`config.mk`:
```
export PLATFORM = sky130hd
export DESIGN_NAME = fp32_serial_rx
export DESIGN_NICKNAME = d
export VERILOG_FILES = /design/src/rtl/fp32_serial_rx.sv
export SDC_FILE = /design/constraint.sdc
export NUM_CORES = 1
export LEC_CHECK = 0
export ABC_AREA = 1
export BUFFER_PORTS_ARGS = -buffer_cell sky130_fd_sc_hd__buf_4
export CORE_UTILIZATION = 45
export CTS_BUF_LIST = sky130_fd_sc_hd__clkbuf_8
export CTS_CLUSTER_SIZE = 24
export DETAILED_ROUTE_END_ITERATION = 10
export PLACE_DENSITY_LB_ADDON = 0.2
export SLEW_MARGIN = 20
export SYNTH_ARGS = -nofsm -noshare
export SYNTH_HDL_FRONTEND = slang
export SYNTH_SLANG_ARGS = --single-unit
```
`constraint.sdc`:
```
create_clock -name Clk -period 1.3 [get_ports Clk]
set_input_delay 0.13 -clock Clk [delete_from_list [all_inputs] [get_ports Clk]]
set_output_delay 0.13 -clock Clk [all_outputs]
set_load 0.03 [all_outputs]
```
`src/rtl/fp32_serial_rx.sv`:
```
// Serial-to-parallel receiver for one IEEE-754 single-precision word per frame.
// Shifts in 32 bits after a Start strobe, then presents the raw word plus its unpacked fields and class.
module fp32_serial_rx #(
  parameter bit MSB_FIRST = 1'b1
) (
  input  logic        Clk,
  input  logic        Clear,
  input  logic        D,
  input  logic        Start,
  output logic        Busy,
  output logic        Valid,
  output logic [31:0] Word,
  output logic        Sign,
  output logic [7:0]  Exponent,
  output logic [23:0] Mantissa,
  output logic        IsZero,
  output logic        IsDenorm,
  output logic        IsInf,
  output logic        IsNaN
);

  typedef enum logic [1:0] {
    IDLE  = 2'd0,
    SHIFT = 2'd1,
    DONE  = 2'd2
  } state_t;

  state_t      state;
  state_t      state_next;
  logic [5:0]  bit_cnt;
  logic [31:0] shift_reg;
  logic [31:0] shift_next;
  logic [31:0] word_q;
  logic        capture;
  logic        last_bit;
  logic        frame_start;

  // Start only opens a frame outside SHIFT; a strobe mid-frame is ignored.
  assign frame_start = (state != SHIFT) && Start;
  assign capture     = (state == SHIFT) || frame_start;
  assign last_bit    = (state == SHIFT) && (bit_cnt == 6'd31);
  assign shift_next  = MSB_FIRST ? {shift_reg[30:0], D} : {D, shift_reg[31:1]};

  // NOTE: sequential state uses non-blocking (<=) so every register samples pre-edge values.
  always_ff @(posedge Clk or negedge Clear) begin
    if (!Clear) begin
      state <= IDLE;
    end else begin
      state <= state_next;
    end
  end

  // NOTE: next-state defaults to the current state first, so no path leaves it unassigned (no latch).
  always_comb begin
    state_next = state;
    unique case (state)
      IDLE:    if (Start) state_next = SHIFT;
      SHIFT:   if (bit_cnt == 6'd31) state_next = DONE;
      DONE:    state_next = Start ? SHIFT : IDLE;
      default: state_next = IDLE;
    endcase
  end

  always_comb begin
    Busy  = 1'b0;
    Valid = 1'b0;
    unique case (state)
      SHIFT:   Busy  = 1'b1;
      DONE:    Valid = 1'b1;
      default: ;
    endcase
  end

  // NOTE: the shift register and word are reset explicitly so a partial frame can never leak out.
  always_ff @(posedge Clk or negedge Clear) begin
    if (!Clear) begin
      bit_cnt   <= '0;
      shift_reg <= '0;
      word_q    <= '0;
    end else begin
      if (capture) begin
        shift_reg <= shift_next;
      end
      if (frame_start) begin
        bit_cnt <= 6'd1;
      end else if (state == SHIFT) begin
        bit_cnt <= bit_cnt + 6'd1;
      end else begin
        bit_cnt <= '0;
      end
      // The 32nd bit is folded in directly so the word lands on the edge that enters DONE.
      if (last_bit) begin
        word_q <= shift_next;
      end
    end
  end

  logic exp_zero;
  logic exp_ones;
  logic frac_nz;

  assign Word     = word_q;
  assign Sign     = word_q[31];
  assign Exponent = word_q[30:23];
  assign exp_zero = (word_q[30:23] == 8'h00);
  assign exp_ones = (word_q[30:23] == 8'hFF);
  assign frac_nz  = |word_q[22:0];
  assign Mantissa = {~exp_zero, word_q[22:0]};
  assign IsZero   = exp_zero && !frac_nz;
  assign IsDenorm = exp_zero && frac_nz;
  assign IsInf    = exp_ones && !frac_nz;
  assign IsNaN    = exp_ones && frac_nz;

endmodule

```
==> results of run 1 <==
## worst max-delay path, stage by stage (launching register included)
cell and delay (ns):
dfrtp_1 0.41, nor2_1 0.11, nand2_1 0.10, nor2_2 0.16, nand3_4 0.13, nand2_1 0.08, inv_1 0.04, buf_6 0.13
## cell families after synthesis
group                      Yosys count  share of synthesized area
AOI/OAI and AO/OA                   68                      0.143
adders and majority gates            1                    0.00385
buffers and inverters               88                      0.156
DFF                                 71                      0.547
and+or+nand+nor                    117                      0.150
## routing by layer
metal	vias to the layer above	GRT usage
met5	-	0
met4	0	0.0697
met3	8	0.0635
met2	63	0.374
met1	1234	0.293
li1	1266	-
## repair_timing
item / CTS / global route
hold endpoints to repair: 31 / 0
pin swaps: 6 / 11
gates cloned: 9 / 0
setup buffers: 21 / 5
resized for setup: 76 / 41
hold buffers: 2 / 0
setup endpoints to repair: 35 / 41
## how the worst max path moves through the flow
| stage | cells after the start | endpoint | start |
|---|---|---|---|
| floorplan | 3 | IsZero | Word[24]$_DFFE_PN0P_ |
| global route | 7 | IsNaN | Word[2]$_DFFE_PN0P_ |
| CTS | 7 | IsDenorm | Word[1]$_DFFE_PN0P_ |
| finish | 7 | IsNaN | Word[2]$_DFFE_PN0P_ |
| global placement | 7 | IsDenorm | Word[9]$_DFFE_PN0P_ |
| detailed placement | 7 | Word[23]$_DFFE_PN0P_ | bit_cnt[0]$_DFF_PN0_ |
## cell usage in the layout (no fill, tap or decap), drive strengths merged, types with 3 or more instances in the layout
master / count
nor2: 28
buf: 137
clkbuf: 11
nand3: 3
dfrtp: 71
nor3: 3
inv: 48
nand2: 81
o21ai: 63
## area by class of cell
class / count / area, sq um / share of cell area
well taps: 96 / 120 / 0.0245
flip-flops and latches: 71 / 1790 / 0.365
clock inverters: 5 / 20.0 / 0.00409
inverters: 44 / 173 / 0.0353
repair buffers: 139 / 1380 / 0.281
clock buffers: 11 / 151 / 0.0309
multi-input cells: 186 / 1270 / 0.260
## through the flow
stage | TNS, ns | hold WS [ns]
after floorplan | -0.363 | -0.166
after global placement | -0.497 | 0.100
after detailed placement | -1.56 | 0.102
after CTS | -6.79 | 0.0709
after global routing | -9.46 | 0.0877
final | -7.18 | 0.0946
## power groups by stage
stage | logic, mW | registers, mW | clock network (mW)
after floorplan | 1.75 | 3.57 | 0
after CTS | 3.22 | 3.28 | 1.57
after global routing | 3.77 | 3.40 | 1.68
after detailed placement | 2.88 | 3.32 | 0
after global placement | 2.81 | 3.31 | 0
final | 3.43 | 3.32 | 1.54
==> metrics.txt, run 1 <==
# TYPE chip_impl_metric gauge
chip_impl_info{name="run_status",value="finished with violations"} 1
chip_impl_info{name="failed_checks",value="setup timing"} 1
chip_impl_metric{name="met3_routed_wirelength",unit="um"} 317
chip_impl_metric{name="postSynthNetCount",unit=""} 350
chip_impl_metric{name="tightest_slew",unit="ns"} 0.444
chip_impl_metric{name="power_per_cell_area",unit="nW/um^2"} 1690
chip_impl_info{name="class_of_the_most_critical_setup_path",value="reg -> out"} 1
chip_impl_metric{name="synth_async_sr_flop_share",unit=""} 1.00
chip_impl_metric{name="port_buffers",unit=""} 74
chip_impl_metric{name="cts_inserted_buffers",unit=""} 9
chip_impl_metric{name="numClockSinks",unit=""} 71
chip_impl_info{name="dr.max_layer_used",value="met4"} 1
chip_impl_metric{name="routabilityCongestion",unit=""} 0.710
chip_impl_metric{name="wirelength_met1",unit="mm"} 3.41
chip_impl_info{name="post_synth_most_frequent_cells",value="nand2_1, dfrtp_1, inv_1"} 1
chip_impl_metric{name="detail_route.first_pass.iterations",unit=""} 4
chip_impl_metric{name="drc_errors",unit=""} 0
chip_impl_info{name="hold-path-endpoint",value="state[0]$_DFFE_PN0P_"} 1
chip_impl_metric{name="wire_length_of_the_first_global_routing_pass",unit="mm"} 12.7
chip_impl_metric{name="seq_total_area_yosys",unit=""} 0.547
chip_impl_metric{name="place_ws",unit="ns"} -0.0620
chip_impl_metric{name="largest_reg_flops",unit=""} 32
chip_impl_metric{name="reg2reg_slack",unit="ns"} -0.20
chip_impl_metric{name="p_total",unit="mW"} 8.30
chip_impl_metric{name="comb_power_share",unit=""} 0.414
chip_impl_metric{name="antennaDiodeCount",unit=""} 0
chip_impl_metric{name="num_rows",unit=""} 30
chip_impl_metric{name="slew_headroom",unit=""} 0.704
chip_impl_metric{name="layout_min_cycle_time",unit="ns"} 1.64
chip_impl_metric{name="static-leakage-power",unit="nW"} 2.40
chip_impl_info{name="grt_setup_unrepaired",value="true"} 1
chip_impl_metric{name="io-pin-count",unit=""} 75
chip_impl_info{name="hold_path_class",value="in -> reg"} 1
chip_impl_metric{name="final_core_utilization",unit=""} 0.713
chip_impl_metric{name="dr_wl_met2",unit="mm"} 4.14
chip_impl_info{name="synth_top_cell_by_area",value="dfrtp_1"} 1
chip_impl_metric{name="die_y",unit="um"} 86.9
chip_impl_metric{name="number_of_antenna_violations_at_the_first_check_in_global_routing",unit=""} 0
chip_impl_metric{name="worstPathArrival",unit="ns"} 1.51
chip_impl_metric{name="layout.filler_cells",unit=""} 490
chip_impl_metric{name="post_synth_edffs",unit=""} 0
chip_impl_metric{name="dpl.hpwl",unit="mm"} 4.40
chip_impl_metric{name="achievable-frequency",unit="MHz"} 610
chip_impl_info{name="critical_path.startpoint_type",value="register"} 1
chip_impl_metric{name="globalRouteTotalUtil",unit=""} 0.228
chip_impl_metric{name="worstPathRequired",unit="ns"} 1.17
chip_impl_metric{name="clk_pin_slew_worst_paths",unit="ns"} 0.08
chip_impl_metric{name="synth_top_area_frac",unit=""} 0.547
chip_impl_metric{name="syn2layout_area_growth",unit="%"} 50.8
chip_impl_metric{name="antenna_violating_nets_remaining",unit=""} 0
chip_impl_metric{name="fin_cells",unit=""} 552
chip_impl_info{name="post-synth-top-count-cell",value="nand2_1"} 1
chip_impl_metric{name="drt-wirelength-per-cell",unit="um"} 14.4
chip_impl_metric{name="synth.ff_latch_count",unit=""} 71
chip_impl_metric{name="crit_fanout",unit=""} 4
chip_impl_metric{name="final_net_count",unit=""} 456
chip_impl_metric{name="post_synth_num_cell_types",unit=""} 22
chip_impl_metric{name="finalCritPeriodShare",unit=""} 1.26
chip_impl_metric{name="num_vias",unit=""} 2571
chip_impl_metric{name="yosysWarningCount",unit=""} 0
chip_impl_metric{name="postPlaceCellArea",unit="sq um"} 3930
chip_impl_metric{name="core_area",unit="sq um"} 6870
chip_impl_info{name="ys_top_cells_by_area",value="dfrtp_1, nand2_1, o21ai_2"} 1
chip_impl_metric{name="vias_per_std_cell",unit=""} 4.66
chip_impl_metric{name="power_frac_seq",unit=""} 0.400
chip_impl_metric{name="ir_worst_vdd",unit="V"} 0.000957
chip_impl_metric{name="syn_inst",unit=""} 345
chip_impl_info{name="holdCritStartpoint",value="Start"} 1
chip_impl_metric{name="drv_cap",unit=""} 0
chip_impl_info{name="end_kind",value="primary output"} 1
chip_impl_metric{name="place_inst",unit=""} 503
chip_impl_metric{name="grt_pass1_vias",unit=""} 2616
chip_impl_metric{name="fin_worst_skew",unit="ns"} 0.0142
chip_impl_metric{name="largest_net_degree_at_the_start_of_global_routing",unit=""} 47
chip_impl_metric{name="1st_iter_drt_viols",unit=""} 110
chip_impl_metric{name="drive_gt1_frac",unit=""} 0.539
chip_impl_metric{name="clock_insertion_delay_worst_skew",unit="ns"} 0.34
chip_impl_info{name="cts-root-buf",value="clkbuf_8"} 1
chip_impl_metric{name="worst_hold_path.num_cells",unit=""} 3
chip_impl_metric{name="net_switching_power_figure",unit="mW"} 3.24
chip_impl_metric{name="grt-ovfl-total",unit=""} 0
chip_impl_metric{name="starting_density_of_the_core",unit=""} 0.473
chip_impl_info{name="rr_startpoint",value="bit_cnt[1]$_DFF_PN0_"} 1
chip_impl_metric{name="timing.final.ws_setup",unit="ns"} -0.338
chip_impl_metric{name="setup_viol",unit=""} 38
chip_impl_metric{name="ctsLongestPathBuffers",unit=""} 2
chip_impl_metric{name="final_hold_violation_count",unit=""} 0
chip_impl_metric{name="post_synth_instance_area",unit="sq um"} 3250
chip_impl_metric{name="synth.avg_cell_area",unit="sq um"} 9.41
chip_impl_metric{name="p_int",unit="mW"} 5.06
chip_impl_metric{name="timing_max_transition_violations_final",unit=""} 0
chip_impl_info{name="ys.flop_type",value="dfrtp_1"} 1
chip_impl_metric{name="final_area",unit="sq um"} 4900
chip_impl_metric{name="dieWidth",unit="um"} 86.9
chip_impl_info{name="clock_tree_from_tritoncts",value="built"} 1
chip_impl_metric{name="power.share.clock",unit=""} 0.186
chip_impl_metric{name="totalWireLength",unit="mm"} 7.94
chip_impl_metric{name="sw_frac_of_total",unit=""} 0.390
chip_impl_info{name="r2r-end",value="Word[25]$_DFFE_PN0P_"} 1
chip_impl_metric{name="floorplan.die_area",unit="sq um"} 7560
chip_impl_metric{name="ctsHtreeMaxLevel",unit=""} 3
chip_impl_metric{name="worst-r2r-cell-count",unit=""} 9
No activity file was read; power rests on OpenSTA's default activity.
==> run 2: changes to the inputs <==
Settings changed: GPL_TIMING_DRIVEN set to 0.
==> run 2 against run 1 <==
  * The run still ends with setup timing left
  * Die area unchanged
  * First-iteration DRC count increased by 51%
  * Power increased by 2.4%
  * Sequential power increased by 2%
  * Worst hold slack improved by 0.031 ns
  * Critical endpoint unchanged
  * Largest cell class unchanged
==> metrics.txt, run 2 (synthesis results as in run 1) <==
# TYPE chip_impl_metric gauge
chip_impl_info{name="run_status",value="finished with violations"} 1
chip_impl_info{name="hold_path_class",value="in -> reg"} 1
chip_impl_metric{name="ctsHtreeMaxLevel",unit=""} 3
chip_impl_metric{name="grt_pass1_vias",unit=""} 2488
chip_impl_info{name="clock_tree_from_tritoncts",value="built"} 1
chip_impl_metric{name="final_hold_violation_count",unit=""} 0
chip_impl_info{name="crit_top_cell",value="nand2_1"} 1
chip_impl_metric{name="largest_reg_flops",unit=""} 32
chip_impl_metric{name="number_of_antenna_violations_at_the_first_check_in_global_routing",unit=""} 0
chip_impl_metric{name="critPathBufInv",unit=""} 2
chip_impl_metric{name="globalRouteTotalUtil",unit=""} 0.211
chip_impl_metric{name="static-leakage-power",unit="nW"} 2.48
chip_impl_info{name="mostFrequentLayoutCell",value="buf_4"} 1
chip_impl_metric{name="layout.filler_cells",unit=""} 496
chip_impl_metric{name="antennaDiodeCount",unit=""} 0
chip_impl_metric{name="drt-wirelength-per-cell",unit="um"} 14.4
chip_impl_metric{name="grt-ovfl-total",unit=""} 0
chip_impl_metric{name="layout_min_cycle_time",unit="ns"} 1.65
chip_impl_metric{name="power_per_cell_area",unit="nW/um^2"} 1710
chip_impl_metric{name="critPathMaxStageDelay",unit="ns"} 0.40
chip_impl_metric{name="ir_worst_vdd",unit="V"} 0.00126
chip_impl_metric{name="achievable-frequency",unit="MHz"} 606
chip_impl_metric{name="timing.final.ws_setup",unit="ns"} -0.350
chip_impl_metric{name="ctsLongestPathBuffers",unit=""} 2
chip_impl_metric{name="largest_net_degree_at_the_start_of_global_routing",unit=""} 72
chip_impl_metric{name="syn2layout_area_growth",unit="%"} 52.7
chip_impl_info{name="timing.critical_path.slowest_stage_cell",value="dfrtp_1"} 1
chip_impl_metric{name="die_y",unit="um"} 86.9
chip_impl_metric{name="finalCritPeriodShare",unit=""} 1.27
chip_impl_metric{name="num_vias",unit=""} 2719
chip_impl_metric{name="core_area",unit="sq um"} 6870
chip_impl_metric{name="place_inst",unit=""} 515
chip_impl_info{name="failed_checks",value="setup timing"} 1
chip_impl_metric{name="clk_pin_slew_worst_paths",unit="ns"} 0.07
chip_impl_metric{name="io-pin-count",unit=""} 75
chip_impl_info{name="grt_setup_unrepaired",value="true"} 1
chip_impl_metric{name="port_buffers",unit=""} 74
chip_impl_metric{name="place_ws",unit="ns"} -0.114
chip_impl_metric{name="fin_cells",unit=""} 577
chip_impl_metric{name="final_core_utilization",unit=""} 0.722
chip_impl_metric{name="final_net_count",unit=""} 482
chip_impl_info{name="cts-root-buf",value="clkbuf_8"} 1
chip_impl_metric{name="starting_density_of_the_core",unit=""} 0.473
chip_impl_info{name="final_cell_mix",value="buf_4, dfrtp_1, nand2_1"} 1
chip_impl_metric{name="wire_length_of_the_first_global_routing_pass",unit="mm"} 12.0
chip_impl_metric{name="drc_errors",unit=""} 0
chip_impl_info{name="path_delay_family",value="simple AND/OR/NAND/NOR gates"} 1
chip_impl_metric{name="cts_inserted_buffers",unit=""} 9
chip_impl_metric{name="antenna_violating_nets_remaining",unit=""} 0
chip_impl_metric{name="totalWireLength",unit="mm"} 8.30
chip_impl_metric{name="slew_headroom",unit=""} 0.575
chip_impl_metric{name="detail_route.first_pass.iterations",unit=""} 4
chip_impl_metric{name="dieWidth",unit="um"} 86.9
chip_impl_metric{name="timing_max_transition_violations_final",unit=""} 0
chip_impl_metric{name="num_rows",unit=""} 30
chip_impl_info{name="end_kind",value="primary output"} 1
chip_impl_metric{name="1st_iter_drt_viols",unit=""} 166
chip_impl_metric{name="fin_worst_skew",unit="ns"} 0.0123
chip_impl_metric{name="worstPathArrival",unit="ns"} 1.52
chip_impl_metric{name="tightest_slew",unit="ns"} 0.638
chip_impl_info{name="critical_path.startpoint_type",value="register"} 1
chip_impl_metric{name="routabilityCongestion",unit=""} 0.756
chip_impl_info{name="timing.critical_path.cells",value="nor2_1 > nand2_1 > nor2_2 > nand3_4 > nand2_1 > inv_1 > buf_6"} 1
chip_impl_metric{name="drv_cap",unit=""} 0
chip_impl_metric{name="worstPathRequired",unit="ns"} 1.17
chip_impl_metric{name="clock_insertion_delay_worst_skew",unit="ns"} 0.34
chip_impl_metric{name="setup_viol",unit=""} 39
chip_impl_metric{name="floorplan.die_area",unit="sq um"} 7560
chip_impl_metric{name="drive_gt1_frac",unit=""} 0.555
chip_impl_metric{name="vias_per_std_cell",unit=""} 4.71
chip_impl_metric{name="dpl.hpwl",unit="mm"} 4.51
chip_impl_info{name="class_of_the_most_critical_setup_path",value="reg -> out"} 1
chip_impl_metric{name="crit_fanout",unit=""} 4
chip_impl_metric{name="numClockSinks",unit=""} 71
==> run 2: repair_timing <==
| item | in CTS | in global routing |
|---|---|---|
| cloned | 6 | 0 |
| hold buffers | 2 | 0 |
| setup buffers | 24 | 21 |
| pin swaps | 9 | 14 |
| gates resized for setup | 66 | 58 |
| endpoints found under the hold margin | 72 | 0 |
| endpoints found under the setup margin | 37 | 72 |
==> run 2: final timing paths <==
kind                                          startpoint                       end  slack (ns)  cells past startpoint
worst min register to register  shift_reg[1]$_DFFE_PN0P_  shift_reg[2]$_DFFE_PN0P_        0.49                      2
min in group asynchronous                          Clear      bit_cnt[1]$_DFF_PN0_        0.37                      2
worst max-delay path                 Word[3]$_DFFE_PN0P_                     IsNaN       -0.35                      7
worst max register to register      bit_cnt[0]$_DFF_PN0_      Word[26]$_DFFE_PN0P_       -0.12                      8
max in group asynchronous                          Clear      Word[24]$_DFFE_PN0P_        0.47                      2
worst min-delay path                               Start      state[0]$_DFFE_PN0P_        0.13                      3
==> run 2: metrics by stage <==
stage | hold slack (ns) | cell area, sq um | power (mW) | setup TNS (ns)
floorplan | -0.166 | 3280 | 5.32 | -0.363
global placement | 0.316 | 3950 | 6.11 | -1.31
detailed placement | 0.315 | 3950 | 6.20 | -2.56
CTS | 0.0811 | 4630 | 8.05 | -4.11
global route | 0.158 | 4960 | 9.00 | -5.84
finish | 0.126 | 4960 | 8.50 | -4.18
==> run 2: layout make-up <==
type,count,area (sq um),area share
Clock buffer,10,138,0.0278
Timing Repair Buffer,120,1140,0.231
Sequential cell,71,1790,0.360
Buffer,44,384,0.0775
Inverter,44,170,0.0343
Clock inverter,5,21.3,0.00429
Tap cell,96,120,0.0242
Multi-Input combinational cell,187,1190,0.241
==> run 2: worst reg2reg max path, stage by stage, from the launching register on <==
cell,delay [ns]
dfrtp_1,0.39
ha_4,0.17
nand2_4,0.06
nor2_4,0.13
nand3_4,0.13
buf_8,0.17
buf_8,0.14
nand2_2,0.07
o21ai_2,0.06
==> run 2: per-layer routing <==
metal	wire length, um	track usage
met1	3560	0.287
met2	4320	0.331
met3	292	0.0360
met4	134	0.0939
met5	0	0
==> run 2: power breakdown <==
| part | total, mW | internal [mW] | switching [mW] |
|---|---|---|---|
| Clock | 1.51 | 0.708 | 0.798 |
| Combinational | 3.62 | 1.55 | 2.07 |
| Sequential | 3.37 | 2.90 | 0.471 |
